===== src/rtl/alu_regfile.sv =====
// Register file, compare-flag holder and retired-write counter for the single-cycle ALU datapath.
// Optional feature: define RF_ZERO_REG_EN to hardwire register 0 to zero.
module alu_regfile #(
    parameter int WL = 32,
    parameter int RL = 5,
    parameter int CL = 16
) (
    input  logic                 clk,
    input  logic                 rst,
    input  logic [RL-1:0]        rd_addr_a,
    input  logic [RL-1:0]        rd_addr_b,
    output logic signed [WL-1:0] a,
    output logic signed [WL-1:0] b,
    input  logic                 wr_en,
    input  logic [RL-1:0]        wr_addr,
    input  logic [WL-1:0]        Aout,
    input  logic [2:0]           select,
    input  logic                 Zero,
    output logic                 zero_flag,
    output logic [CL-1:0]        wr_count
);

    localparam int NREGS = 1 << RL;

`ifdef RF_ZERO_REG_EN
    localparam bit ZERO_REG = 1'b1;
`else
    localparam bit ZERO_REG = 1'b0;
`endif

    logic [WL-1:0] regs_reg [NREGS];
    logic [RL-1:0] rd_addr  [2];
    logic [WL-1:0] rd_data  [2];
    logic          wr_accept;
    logic          flag_capture;

    // A write into a hardwired r0 is dropped entirely, including its count.
    assign wr_accept    = wr_en && !(ZERO_REG && (wr_addr == '0));
    // Zero is only meaningful after a subtract; other ops leave it stale.
    assign flag_capture = wr_en && ((select == 3'b001) || (select == 3'b010));

    always_ff @(posedge clk or posedge rst) begin
        if (rst) begin
            for (int i = 0; i < NREGS; i++) begin
                regs_reg[i] <= '0;
            end
            zero_flag <= 1'b0;
            wr_count  <= '0;
        end else begin
            if (wr_accept) begin
                regs_reg[wr_addr] <= Aout;
                wr_count          <= wr_count + CL'(1);
            end
            if (flag_capture) begin
                zero_flag <= Zero;
            end
        end
    end

    // Reads come straight from register state; never bypass Aout, which would loop through the ALU.
    assign rd_addr[0] = rd_addr_a;
    assign rd_addr[1] = rd_addr_b;

    generate
        for (genvar gi = 0; gi < 2; gi++) begin : g_rd_port
            assign rd_data[gi] = (ZERO_REG && (rd_addr[gi] == '0)) ? '0 : regs_reg[rd_addr[gi]];
        end
    endgenerate

    assign a = rd_data[0];
    assign b = rd_data[1];

endmodule


===== config.mk =====
export PLATFORM = sky130hd
export DESIGN_NAME = alu_regfile
export DESIGN_NICKNAME = d
export VERILOG_FILES = /design/src/rtl/alu_regfile.sv
export SDC_FILE = /design/constraint.sdc
export NUM_CORES = 2
export LEC_CHECK = 0
export ABC_AREA = 1
export BUFFER_PORTS_ARGS = -buffer_cell sky130_fd_sc_hd__buf_2
export CAP_MARGIN = 20
export CORE_MARGIN = 8
export CORE_UTILIZATION = 40
export DETAILED_ROUTE_END_ITERATION = 16
export RECOVER_POWER = 50
export SKIP_CTS_REPAIR_TIMING = 1
export SLEW_MARGIN = 20
export SYNTH_ARGS = -nofsm -noshare
export SYNTH_HDL_FRONTEND = slang
export SYNTH_SLANG_ARGS = --single-unit

===== constraint.sdc =====
create_clock -name clk -period 54.6 [get_ports clk]
set_input_delay 2.73 -clock clk [delete_from_list [all_inputs] [get_ports clk]]
set_output_delay 2.73 -clock clk [all_outputs]
set_load 0.01 [all_outputs]

==> results.md <==
Route:
- The detailed-route via count is 57580.
- The final routed wire length divided by cell count is 22.6 microns.
- For this block, the initial DRC count from the detailed router was 7879.
- The via density per instance is 5.75.
- The detail route stage leaves a number of antenna-violating nets equal to 0.
- Wires add up to 226000 microns.
- The post-route DRC violation count is 0.
- The detailed-routing iteration count for the pre-antenna-repair pass is 9.

Synthesis:
- The post-synthesis instance total is 8402.
- The mean instance size in the synthesized netlist is 6.81 sq um.
- After synthesis, the largest area contributor takes up 45.5% of total cell area.
- The predominant post-synthesis flop cell is dfrtp_1.
- The summed instance area of the synthesized netlist is 57200 sq um.
- The part of the Yosys area used for sequential elements is 45.5%.
- The biggest area consumer among synthesized cells is dfrtp_1.
- The number of enable-type register cells in the synthesized netlist is 0.
- The synthesized net count is 8457.
- After synthesis the netlist holds a flip-flop and latch count of 1041.
- The share of flip-flops with an asynchronous set or reset is 100%.
- The number of distinct library cells after synthesis is 23.
- For this run, the number of Yosys warnings is 0.
- Sorting the synthesized cells by area gives the leading types as dfrtp_1 (46%), nand2_1 (25%), nand3_1 (13%).
- In the synthesized netlist, the cells that appear most often are nand2_1 (3781), nand3_1 (1539), dfrtp_1 (1041), o21ai_0 (791), clkbuf_1 (580).
- The most instantiated library cell after synthesis is nand2_1.

STA:
- The number of failing hold endpoints at the final stage is 0.
- The actual slew at the worst max-slew pin is 7.91 ns.
- The final setup TNS is 0 ns.
- The max-slew violation count came to 1762.
- The maximum clock frequency is 77.5 MHz.
- The worst setup margin is 41.69 ns.
- The post-route minimum period is 12.91 ns.
- In this run the tightest slew margin relative to its limit is -427%.
- The setup violation total in the final timing report is 0.
- Setup repair after global routing left no endpoint under its margin.
- The final critical path takes up 23.6% of the cycle.
- The setup skew after layout is 0.00727 ns.

CTS:
- TritonCTS built the clock tree.
- In this run, CTS created clock tree buffers numbering 116.
- The clock net sink count is 1041.
- The root buffer cell chosen for the clock tree is clkbuf_16.
- The clock passes through at most 3 buffers.
- The later pin in the worst-skew pair is clocked with a latency of 0.74 ns.
- The clock input transition at the sequential cells of the worst setup and hold paths is 0.06 ns.
- The H-tree level count is 3.

Setup path:
- The number of buffers and inverters on the critical path is 3.
- The data required time of the critical path is 53.47 ns.
- The kind of launch point of the worst setup path is an input pin.
- Setup slack on the worst reg-to-reg path comes out at 52.95 ns.
- The count of cell instances traversed by the critical path is 3.
- The worst setup path is captured at an async pin.
- Among the stages of the critical path, the cell type that occurs most often is clkbuf_1.
- The launch instance of the worst register-to-register path is wr_count[0].
- In this design, the stage delay of the slowest critical-path cell is 5.72 ns.
- The worst-path cell with the longest stage delay is clkbuf_1.
- The dominant delay contributor by cell family on the critical path is buffers and inverters.
- The data arrival time at the worst-slack endpoint is 11.78 ns.
- Along the worst path, the maximum fanout reaches 150.
- The cell count of the worst reg-to-reg path is 8.
- In this run the worst setup path begins at rst.
- The classification of the worst setup path is input pin to async pin.
- Walking the worst path, the cells encountered are clkbuf_1 -> clkinvlp_2 -> clkbuf_1.

Power and ir drop:
- Power spread over the standard cell area amounts to 37.5 nW/um^2.
- In this run the static leakage power is 29.6 nW.
- The peak ir drop on the vdd network is 27.0 uV.

Floorplanning:
- In this run the core area contains 139 standard-cell rows.
- The floorplan step defined a core boundary enclosing 143000 sq um.
- The die outline area is 155000 sq um.
- The effective utilization at floorplan is 40.1%.
- Pin placement for this block handled 135 I/O pins.
- The die is 394 microns tall.
- The die boundary width is 394 microns.

Place:
- The global placement routability congestion is 0.800.
- The setup slack after placement is 44.15 ns.
- Summed over all nets, the half-perimeter wirelength after detailed placement is 110000 microns.
- Input and output buffers added on the ports amount to 134.

Layout:
- The flip-flop count of the largest register after layout is 1024.
- The share of cells above drive strength 1 is 5.05%.
- The number of nets in the layout is 8059.
- Relative to the synthesized area, the layout overhead comes to 8.61%.

Global routing:
- The wire length of the first global-routing pass is 344000 microns.
- The sum of overflow across all layers after global routing is 0.
- The number of global-route vias before repair is 54779.
- For this run, the total global-route usage over all layers was measured as 28.0%.
- Entering global routing, the biggest net connects 210 pins.
- The number of antenna violations at the first check in global routing was 6.

Outcome:
- The flow ran to the end, but the final reports show violations.
- The checks that failed: max-capacitance violations, max-slew violations.

Hold path:
- The type of the worst min-delay path is register to register.
- The source of the worst hold timing path is regs_reg[381].
- The hold-critical path depth is 2.

Run:
- The tool flagged a number of max-cap violations equal to 31.
## metal layers
metal,part of all wire (%),vias to the layer above,global-route usage (%)
li1,-,26455,-
met1,41,27446,37.2
met2,45,3035,44.7
met3,9.3,642,4.51
met4,5.1,2,13.2
met5,0.0049,-,0
## report_power, final
group          internal, W  switching, W  total [W]
sequential        0.000923      0.000122    0.00105
combinational     0.000161      0.000285   0.000446
clock             0.000498      0.000340   0.000838
total              0.00158      0.000747    0.00233
## cell type report
| cell class | count | area (sq um) |
|---|---|---|
| fillers | 14676 | 80600 |
| multi-input cells | 6569 | 28100 |
| inverters | 67 | 303 |
| repair buffers | 209 | 1270 |
| flip-flops and latches | 1041 | 26100 |
| diodes | 3 | 7.51 |
| clock inverters | 44 | 582 |
| clock buffers | 171 | 3460 |
| well taps | 1903 | 2380 |
## worst min-delay path, delay by kind of cell (launching register included)
family             cells  cell delay (ns)
DFF                    1             0.36
AOI/OAI and AO/OA      1             0.06
and+or+nand+nor        1             0.05
## cell usage in the layout (no fill, tap or decap), types with 13 or more instances in the layout
cell / Yosys / routed
a21oi_1: 161 / 161
dfrtp_1: 1041 / 1041
inv_1: 52 / 47
buf_4: 0 / 57
clkbuf_8: 0 / 31
nand2_1: 3781 / 3785
buf_2: 75 / 107
o21ai_0: 791 / 848
clkbuf_16: 0 / 118
clkinv_2: 0 / 26
nor2_1: 170 / 172
clkbuf_1: 580 / 56
o21ai_1: 73 / 16
nand3_1: 1539 / 1539
bufinv_16: 0 / 13
## path summary, 6_finish.rpt
check | endpoint
setup reg to reg | wr_count[14]
max in group clk | b[5]
hold reg to reg | regs_reg[381]
hold / removal | regs_reg[381]
setup / recovery | regs_reg[193]
min in group asynchronous | regs_reg[854]
## stage by stage
stage	power [W]	area [sq um]	hold slack [ns]	cells	utilization, %
global placement	0.00148	58300	0.480	9784	40.8
global route	0.00245	62200	0.525	10004	43.5
detailed placement	0.00150	58400	0.494	9786	40.9
CTS	0.00233	62400	0.509	10001	43.7
floorplan	0.00136	57200	0.474	8402	-
finish	0.00233	62200	0.509	10007	43.5
## cell families (layout without fill, tap and decap cells)
| logic type | after synthesis | after routing | synth area share [%] |
|---|---|---|---|
| flip-flops | 1041 | 1041 | 45.5 |
| multiplexers | 1 | 1 | 0.0197 |
| AO/OA/AOI/OAI | 1026 | 1026 | 8.97 |
| other | 0 | 3 | 0 |
| buffers and inverters | 792 | 491 | 5.36 |
| AND/OR/NAND/NOR | 5530 | 5530 | 39.9 |
| adder cells (fa/ha/maj) | 1 | 1 | 0.0219 |
| XOR/XNOR | 11 | 11 | 0.168 |
Note: power is estimated with default switching activity, not from simulation.
